$ cat config.mk
export PLATFORM = sky130hd
export DESIGN_NAME = disp_scan_ctrl_flat
export DESIGN_NICKNAME = d
export VERILOG_FILES = /design/src/rtl/disp_scan_ctrl_if.sv /design/src/rtl/disp_scan_ctrl.sv /design/src/flat_wrapper.sv
export SDC_FILE = /design/constraint.sdc
export NUM_CORES = 1
export LEC_CHECK = 0
export CAP_MARGIN = 20
export CORE_ASPECT_RATIO = 1.4
export CORE_UTILIZATION = 50
export CTS_BUF_LIST = sky130_fd_sc_hd__clkbuf_8
export CTS_CLUSTER_DIAMETER = 40
export DETAILED_ROUTE_END_ITERATION = 16
export HOLD_SLACK_MARGIN = 0.02
export PLACE_DENSITY_LB_ADDON = 0.3
export SYNTH_ARGS = -nofsm -noshare
export SYNTH_HDL_FRONTEND = slang
export SYNTH_SLANG_ARGS = --single-unit
$ cat constraint.sdc
create_clock -name iCLK -period 4.8 [get_ports iCLK]
set_clock_uncertainty 0.2 [all_clocks]
set_input_delay 0.96 -clock iCLK [delete_from_list [all_inputs] [get_ports iCLK]]
set_output_delay 0.96 -clock iCLK [all_outputs]
set_load 0.01 [all_outputs]
$ cat src/rtl/disp_scan_ctrl_if.sv
// Load handshake between application logic and the display scan controller.
// The master (application) offers a value; the slave (controller) reports readiness and frame commits.
interface disp_scan_ctrl_if;
  logic        iLOAD;
  logic [11:0] iDATA;
  logic [2:0]  iDP;
  logic        oREADY;
  logic        oFRAME;

  modport master (
    output iLOAD,
    output iDATA,
    output iDP,
    input  oREADY,
    input  oFRAME
  );

  modport slave (
    input  iLOAD,
    input  iDATA,
    input  iDP,
    output oREADY,
    output oFRAME
  );
endinterface

$ cat src/rtl/disp_scan_ctrl.sv
// Three-digit multiplexed 7-segment scan controller with inter-digit blanking
// and a tear-free load path that only updates the shown value at frame boundaries.
module disp_scan_ctrl #(
  parameter int DIV   = 50000,
  parameter int BLANK = 500
) (
  input  logic             iCLK,
  input  logic             iRST,
  disp_scan_ctrl_if.slave  bus,
  output logic [7:0]       seg,
  output logic [2:0]       baza
);

  localparam int             CW        = $clog2(DIV);
  localparam logic [CW-1:0]  CNT_LAST  = CW'(DIV - 1);
  localparam logic [CW-1:0]  CNT_BLANK = CW'(BLANK);
  localparam logic [CW-1:0]  CNT_ONE   = CW'(1);

  // Active-low segment pattern (g..a) for one hex nibble.
  function automatic logic [6:0] hex7(input logic [3:0] nib);
    logic [6:0] pat;
    case (nib)
      4'h0: pat = 7'h40;
      4'h1: pat = 7'h79;
      4'h2: pat = 7'h24;
      4'h3: pat = 7'h30;
      4'h4: pat = 7'h19;
      4'h5: pat = 7'h12;
      4'h6: pat = 7'h02;
      4'h7: pat = 7'h78;
      4'h8: pat = 7'h00;
      4'h9: pat = 7'h10;
      4'hA: pat = 7'h08;
      4'hB: pat = 7'h03;
      4'hC: pat = 7'h46;
      4'hD: pat = 7'h21;
      4'hE: pat = 7'h06;
      default: pat = 7'h0E;
    endcase
    return pat;
  endfunction

  logic [CW-1:0] cnt_q,          cnt_d;
  logic [1:0]    dig_q,          dig_d;
  logic [11:0]   shadow_data_q,  shadow_data_d;
  logic [2:0]    shadow_dp_q,    shadow_dp_d;
  logic [11:0]   pend_data_q,    pend_data_d;
  logic [2:0]    pend_dp_q,      pend_dp_d;
  logic          pend_valid_q,   pend_valid_d;
  logic [7:0]    seg_q,          seg_d;
  logic [2:0]    baza_q,         baza_d;
  logic          frame_q,        frame_d;

  logic          slot_end;
  logic          frame_end;
  logic          commit;
  logic          accept;
  logic          show;
  logic [3:0]    nib_arr [3];
  logic [2:0]    digit_sel_n;
  logic [3:0]    cur_nib;
  logic          cur_dp;

  for (genvar gi = 0; gi < 3; gi++) begin : g_digit
    assign nib_arr[gi]     = shadow_data_q[4*gi +: 4];
    assign digit_sel_n[gi] = (dig_q != 2'(gi));
  end

  always_comb begin
    slot_end  = (cnt_q == CNT_LAST);
    frame_end = slot_end && (dig_q == 2'd2);
    commit    = frame_end && pend_valid_q;
    // A pending value blocks new loads until it has been committed.
    accept    = bus.iLOAD && !pend_valid_q;
    show      = (cnt_q >= CNT_BLANK);

    cnt_d = slot_end ? '0 : cnt_q + CNT_ONE;
    dig_d = dig_q;
    if (slot_end) begin
      dig_d = (dig_q == 2'd2) ? 2'd0 : dig_q + 2'd1;
    end

    cur_nib = nib_arr[0];
    cur_dp  = shadow_dp_q[0];
    case (dig_q)
      2'd1: begin
        cur_nib = nib_arr[1];
        cur_dp  = shadow_dp_q[1];
      end
      2'd2: begin
        cur_nib = nib_arr[2];
        cur_dp  = shadow_dp_q[2];
      end
      default: begin
        cur_nib = nib_arr[0];
        cur_dp  = shadow_dp_q[0];
      end
    endcase

    shadow_data_d = shadow_data_q;
    shadow_dp_d   = shadow_dp_q;
    pend_data_d   = pend_data_q;
    pend_dp_d     = pend_dp_q;
    pend_valid_d  = pend_valid_q;
    if (commit) begin
      shadow_data_d = pend_data_q;
      shadow_dp_d   = pend_dp_q;
      pend_valid_d  = 1'b0;
    end else if (accept) begin
      pend_data_d  = bus.iDATA;
      pend_dp_d    = bus.iDP;
      pend_valid_d = 1'b1;
    end

    frame_d = commit;
    seg_d   = show ? {~cur_dp, hex7(cur_nib)} : 8'hFF;
    baza_d  = show ? digit_sel_n : 3'b111;
  end

  always_ff @(posedge iCLK or posedge iRST) begin
    if (iRST) begin
      cnt_q         <= '0;
      dig_q         <= 2'd0;
      shadow_data_q <= 12'h000;
      shadow_dp_q   <= 3'b000;
      pend_data_q   <= 12'h000;
      pend_dp_q     <= 3'b000;
      pend_valid_q  <= 1'b0;
      seg_q         <= 8'hFF;
      baza_q        <= 3'b111;
      frame_q       <= 1'b0;
    end else begin
      cnt_q         <= cnt_d;
      dig_q         <= dig_d;
      shadow_data_q <= shadow_data_d;
      shadow_dp_q   <= shadow_dp_d;
      pend_data_q   <= pend_data_d;
      pend_dp_q     <= pend_dp_d;
      pend_valid_q  <= pend_valid_d;
      seg_q         <= seg_d;
      baza_q        <= baza_d;
      frame_q       <= frame_d;
    end
  end

  assign seg        = seg_q;
  assign baza       = baza_q;
  assign bus.oREADY = ~pend_valid_q;
  assign bus.oFRAME = frame_q;

endmodule

$ cat src/flat_wrapper.sv
// flat-port wrapper written by rule: the top's interface ports become plain ports
module disp_scan_ctrl_flat 
#(
  parameter int DIV   = 50000,
  parameter int BLANK = 500
)
  (iCLK, iRST, seg, baza, bus_iLOAD, bus_iDATA, bus_iDP, bus_oREADY, bus_oFRAME);
  disp_scan_ctrl_if bus_i ();
  input  logic iCLK;
  input  logic iRST;
  output logic [7:0] seg;
  output logic [2:0] baza;
  input wire logic [$bits(bus_i.iLOAD)-1:0] bus_iLOAD;
  input wire logic [$bits(bus_i.iDATA)-1:0] bus_iDATA;
  input wire logic [$bits(bus_i.iDP)-1:0] bus_iDP;
  output wire logic [$bits(bus_i.oREADY)-1:0] bus_oREADY;
  output wire logic [$bits(bus_i.oFRAME)-1:0] bus_oFRAME;
  assign bus_i.iLOAD = bus_iLOAD;
  assign bus_i.iDATA = bus_iDATA;
  assign bus_i.iDP = bus_iDP;
  assign bus_oREADY = bus_i.oREADY;
  assign bus_oFRAME = bus_i.oFRAME;
  disp_scan_ctrl #(.DIV(DIV), .BLANK(BLANK)) u_core (.iCLK(iCLK), .iRST(iRST), .bus(bus_i), .seg(seg), .baza(baza));
endmodule
Word-level counts from Yosys, hierarchy flattened
Memories as Yosys holds them, arrays and structs flattened.
Index checks and enable logic that the tools add are counted.
{"block": "totals", "inputBits": 18, "n_memories": 1, "elab_cells": 37, "rom_bits": 112, "out_inout_bits": 13, "ff_bits": 61}
{"block": "op_classes", "eq_ne": 5, "bitwise_logic": 3, "muxes": 8, "n_addsub": 2, "n_reduce_logical": 7, "order_cmp": 1}
{"memory": "(no name shown)", "words": 16, "width": 7, "read_ports": 1, "rd_ports_with_merged_regs": 0, "write_ports": 0, "line_no": "disp_scan_ctrl.sv:22", "rtl": "case (nib)"}
{"op": "adder 16 x 1 -> 16 bit (second input constant)", "n": 1}
{"op": "== test 16 bit (second input constant)", "n": 1}
{"op": "greater-or-equal comparator 16 x 9 -> 1 bit (second input constant)", "n": 1}
{"op": "two-way mux 16 bit", "n": 1}
{"op": "two-way mux 8 bit", "n": 1}
{"op": "case mux 4 bit (2 select lines)", "n": 1}
{"op": "nonzero test 2 bit", "n": 2}
{"op": "logical AND 1 bit", "n": 3}
{"op": "two-way mux 3 bit", "n": 1}
{"op": "inverter 1 bit", "n": 3}
{"op": "adder 2 x 1 -> 2 bit (second input constant)", "n": 1}
{"op": "== test 2 x 1 -> 1 bit (second input constant)", "n": 1}
{"op": "== test 2 bit (second input constant)", "n": 1}
{"op": "two-way mux 1 bit", "n": 2}
{"op": "two-way mux 2 bit", "n": 1}
{"op": "inequality test 2 x 1 -> 1 bit (second input constant)", "n": 1}
{"op": "inequality test 2 bit (second input constant)", "n": 1}
{"op": "case mux 1 bit (2 select lines)", "n": 1}
{"op": "AND reduction 2 bit", "n": 1}
{"op": "zero test 1 bit", "n": 1}

Longest topological paths before layout
{"block": "logic_depth", "depth_word": 5, "mapped_depth": 10, "depth_no_buf": 9}

Least setup slack after synthesis
Ideal clock, no wire load.
{"block": "synth_timing", "path_kind": "flip-flop to flip-flop", "start": "reg u_core.dig_q[0]", "end": "reg u_core.seg_q[3], in the netlist u_core.seg[3]", "setup_ns": 0.075, "t_arrival_ns": 2.140, "path_stages_with_launch": 10, "required_ns": 4.525, "period_less_slack_ns": 2.415, "n_path_buf": 1, "setup_slack_ns": 2.385, "path_cell_list": "dfrtp_1 -> inv_1 -> ha_1 -> clkbuf_1 -> nor2_1 -> a21oi_1 -> inv_1 -> ha_1 -> mux2i_1 -> a2bb2oi_1"}
{"block": "synth_via", "elab_chain_cells": 4}
{"item": "start, declared", "line_no": "disp_scan_ctrl.sv:44", "rtl": "logic [1:0] dig_q, dig_d;"}
{"item": "start signal, assigned", "line_no": "disp_scan_ctrl.sv:134", "rtl": "dig_q <= dig_d;"}
{"item": "== test 2 bit / == test 2 x 1 -> 1 bit (equally long branches)", "line_no": "disp_scan_ctrl.sv:85", "rtl": "case (dig_q)"}
{"item": "case mux 4 bit (2 select lines) *", "line_no": "disp_scan_ctrl.sv:85"}
{"item": "memory (16 x 7 bit) *"}
{"item": "two-way mux 8 bit *", "line_no": "disp_scan_ctrl.sv:116", "rtl": "seg_d = show ? {~cur_dp, hex7(cur_nib)} : 8'hFF;"}
{"item": "named net u_core.seg_d[3]", "line_no": "disp_scan_ctrl.sv:50", "rtl": "logic [7:0] seg_q, seg_d;"}
{"item": "end signal, assigned", "line_no": "disp_scan_ctrl.sv:140", "rtl": "seg_q <= seg_d;"}
{"item": "end, declared", "line_no": "disp_scan_ctrl.sv:50"}
The timed path passes the listed nets; every way through them passes the cells marked *.
A chain may end at the register's enable or synchronous reset.

Worst setup path in the final report
{"block": "layout_timing", "start": "reg u_core.cnt_q[10]", "end": "reg u_core.shadow_data_q[3]"}
{"block": "layout_via", "elab_chain_cells": 3}
{"item": "start, declared", "line_no": "disp_scan_ctrl.sv:43", "rtl": "logic [CW-1:0] cnt_q, cnt_d;"}
{"item": "start signal, assigned", "line_no": "disp_scan_ctrl.sv:133", "rtl": "cnt_q <= cnt_d;"}
{"item": "== test 16 bit", "line_no": "disp_scan_ctrl.sv:70", "rtl": "slot_end = (cnt_q == CNT_LAST);"}
{"item": "logical AND 1 bit", "line_no": "disp_scan_ctrl.sv:71", "rtl": "frame_end = slot_end && (dig_q == 2'd2);"}
{"item": "logical AND 1 bit", "line_no": "disp_scan_ctrl.sv:72", "rtl": "commit = frame_end && pend_valid_q;"}
{"item": "end signal, assigned", "line_no": "disp_scan_ctrl.sv:135", "rtl": "shadow_data_q <= shadow_data_d;"}
{"item": "end, declared", "line_no": "disp_scan_ctrl.sv:45", "rtl": "logic [11:0] shadow_data_q, shadow_data_d;"}
Every way passes these cells.

==> results.yml <==
floorplan:
  start_util: 0.519
  dieArea_um2: 6010
  die_h_um: 91.3
  die_w_um: 65.8
  rows: 32
  ios: 31
  core_area_um2: 5490
timing:
  setup_slack_ps: 1570
  fin_crit_ps: 3230
  timing.setup.tns_ps: 0
  finalCritPeriodShare: 0.672
  max_freq_mhz: 310
  worstMarginPinSlew_ps: 864
  rsz0062_at_grt: "no"
  slew_viol_final: 0
  hold_viol: 0
  slew_headroom: 0.424
  setup-violations-final: 0
cts:
  cts_hold_buffers: 0
  cts.sinks: 61
  numCtsBuffers: 9
  cts_root_buf: "clkbuf_8"
  post_cts_resized: 0
  cts_setup_buffers: 0
  clkTransAtPathRegs_ps: 60
  cts_buffer_depth: 2
  clock_latency_ps: 340
  cts_tree: "built"
  htree_levels: 3
logic_synthesis:
  synthMuxAreaShare: 0.147
  syn-num-nets: 257
  yosysTopAreaCell: "dfrtp_1"
  ys_ff_latch: 61
  dominantRegCellSynth: "dfrtp_1"
  synth_top_family_by_area: "multiplexers"
  synth.distinct_cells: 37
  yosysSeqAreaShare: 0.541
  yosysMostFrequentCell: "dfrtp_1"
  synth.cell_area_um2: 2850
  ys_warn_count: 0
  synth.area.top_cells: "dfrtp_1 44%, dfstp_2 10%, mux2_2 8.7%"
  synthTopCellsByCount: "50 x dfrtp_1, 22 x mux2_2, 14 x ha_1, 14 x nand2_1, 14 x nor2_1"
  syn_inst: 225
  synth_simple_gate_area_frac: 0.108
  synth_compound_area_frac: 0.0694
  synth_fa_ha_area_frac: 0.0615
  avgSynthCellArea_um2: 12.7
  yosysTopAreaCellShare: 0.439
  synthXorXnorAreaFrac: 0.0430
  synth-edff-count: 0
  async_reset_ff_frac: 1.00
pwr:
  clkPwrFrac: 0.392
  swShare: 0.214
  power_frac_comb: 0.040
  power_frac_seq: 0.568
  p_leak_uw: 0.00149
  intPower_uw: 744
  switching_power_uw: 203
  peakVddDrop_mv: 0.191
  power_density_nw_per_um2: 282
global_route:
  grt_max_degree: 41
  grt_pass1_wl_mm: 8.54
  antenna_found_initial: 0
  grt_remaining_overflow: 0
  first_global_vias: 1852
  track_usage: 0.196
detailed_routing:
  route.detailed.drc: 0
  vias: 1852
  antenna_left: 0
  routed_wl_mm: 4.95
  dr.first_iter.drc_count: 75
  route.detailed.wl_per_inst_um: 14.9
  viasPerCell: 5.56
  first_pass_iters: 4
job:
  maxCapViolations: 0
setup_path:
  slowest_delay_ps: 830
  reg2reg_to: "u_core.shadow_data_q[3]"
  reg2reg_from: "u_core.cnt_q[10]"
  slowest_stage: "and3_1"
  cp-start-kind: "flop"
  cp_num_buf_inv: 0
  cp.depth: 4
  required_ps: 4820
  r2r_setup_slack_ps: 1570
  critPathKind: "reg2reg"
  cp.arrival_ps: 3240
  ff2ff_path_depth: 4
  cp_top_family: "simple AND/OR/NAND/NOR gates"
  crit_chain: "or4_4 -> nor4_4 -> and3_1 -> mux2_2"
  cp-end-kind: "flop"
  cp_max_fo: 17
finish:
  antennaDiodeCount: 0
  area.growth.synth_to_final_pct: 17.9
  drive_above_1_share: 0.219
  layout.nets: 293
hold_path:
  hold_path_depth: 1
  hold_end: "u_core.seg[7]"
  min-delay-start: "u_core.shadow_dp_q[0]"
  hp-class: "reg2reg"
place:
  place_ws_ps: 1570
  io_buffers: 30
  place_congestion: 0.820
  dp_hpwl_mm: 3.54
run_status:
  outcome: "completed"
[stage by stage]
| stage | utilization | hold WS, ps | area [um2] | instances | power (uW) |
|---|---|---|---|---|---|
| CTS | 0.612 | 298 | 3360 | 333 | 962 |
| detailed placement | 0.583 | 290 | 3200 | 318 | 586 |
| floorplan | - | 226 | 2850 | 225 | 564 |
| global route | 0.612 | 305 | 3360 | 333 | 984 |
| global placement | 0.582 | 285 | 3190 | 317 | 583 |
| finish | 0.612 | 298 | 3360 | 333 | 947 |
[registers in the layout, summed over array words and instances, names as in the netlist]
register,cells
u_core.baza,3
u_core.dig_q,2
u_core.pend_dp_q,3
u_core.shadow_dp_q,3
u_core.seg,8
u_core.bus.oFRAME,1
u_core.shadow_data_q,12
u_core.pend_data_q,12
u_core.cnt_q,16
u_core.pend_valid_q,1
[cells by family after synthesis]
family	after synthesis
DFF	61
adders and majority gates	14
buffers and inverters	17
AOI/OAI and AO/OA	28
muxes	35
and+or+nand+nor	56
xor gates and xnor gates	14
[layout make-up]
class	instances	area, um2
clock inverters	5	21.3
inverters	10	37.5
repair buffers	32	315
flip-flops and latches	61	1540
multi-input cells	147	1220
well taps	68	85.1
fillers	447	2130
clock buffers	10	138
[power groups by stage]
stage          sequential, uW  combinational [uW]  clock, uW
2_1_floorplan             543                20.6          0
6_report                  538                38.0        371
5_1_grt                   539                43.2        402
3_3_place_gp              546                37.5          0
4_1_cts                   538                39.1        385
3_5_place_dp              547                39.1          0
[layout by cell type (no fill, tap or decap), types with 4 or more instances in the layout]
| master | n |
|---|---|
| nand2_1 | 14 |
| xor2_1 | 9 |
| ha_1 | 14 |
| a22oi_1 | 5 |
| clkbuf_8 | 10 |
| and3_1 | 4 |
| dfrtp_1 | 50 |
| mux2i_1 | 5 |
| clkdlybuf4s50_1 | 30 |
| a21oi_1 | 5 |
| nand3_1 | 6 |
| o21ai_0 | 4 |
| mux2_4 | 8 |
| mux2_2 | 22 |
| xnor2_1 | 5 |
| dfstp_2 | 11 |
| nor2_1 | 14 |
| inv_1 | 12 |
[layer usage]
metal / vias up / routed length, um / track usage
met1: 926 / 2120 / 0.235
met4: 0 / 175 / 0.130
met3: 10 / 147 / 0.0603
met2: 42 / 2500 / 0.297
met5: - / 0 / 0
li1: 874 / - / -
[worst max path at each step]
stage | startpoint | to | slack [ps]
global route | u_core.cnt_q[10] | u_core.shadow_data_q[6] | 1430
floorplan | iRST | u_core.bus.oFRAME | 2150
finish | u_core.cnt_q[10] | u_core.shadow_data_q[3] | 1570
CTS | u_core.cnt_q[10] | u_core.shadow_data_q[3] | 1540
global placement | bus_iLOAD | u_core.pend_data_q[9] | 1630
detailed placement | u_core.cnt_q[10] | u_core.shadow_data_q[3] | 1570
Power figures use the tool's default switching activity.
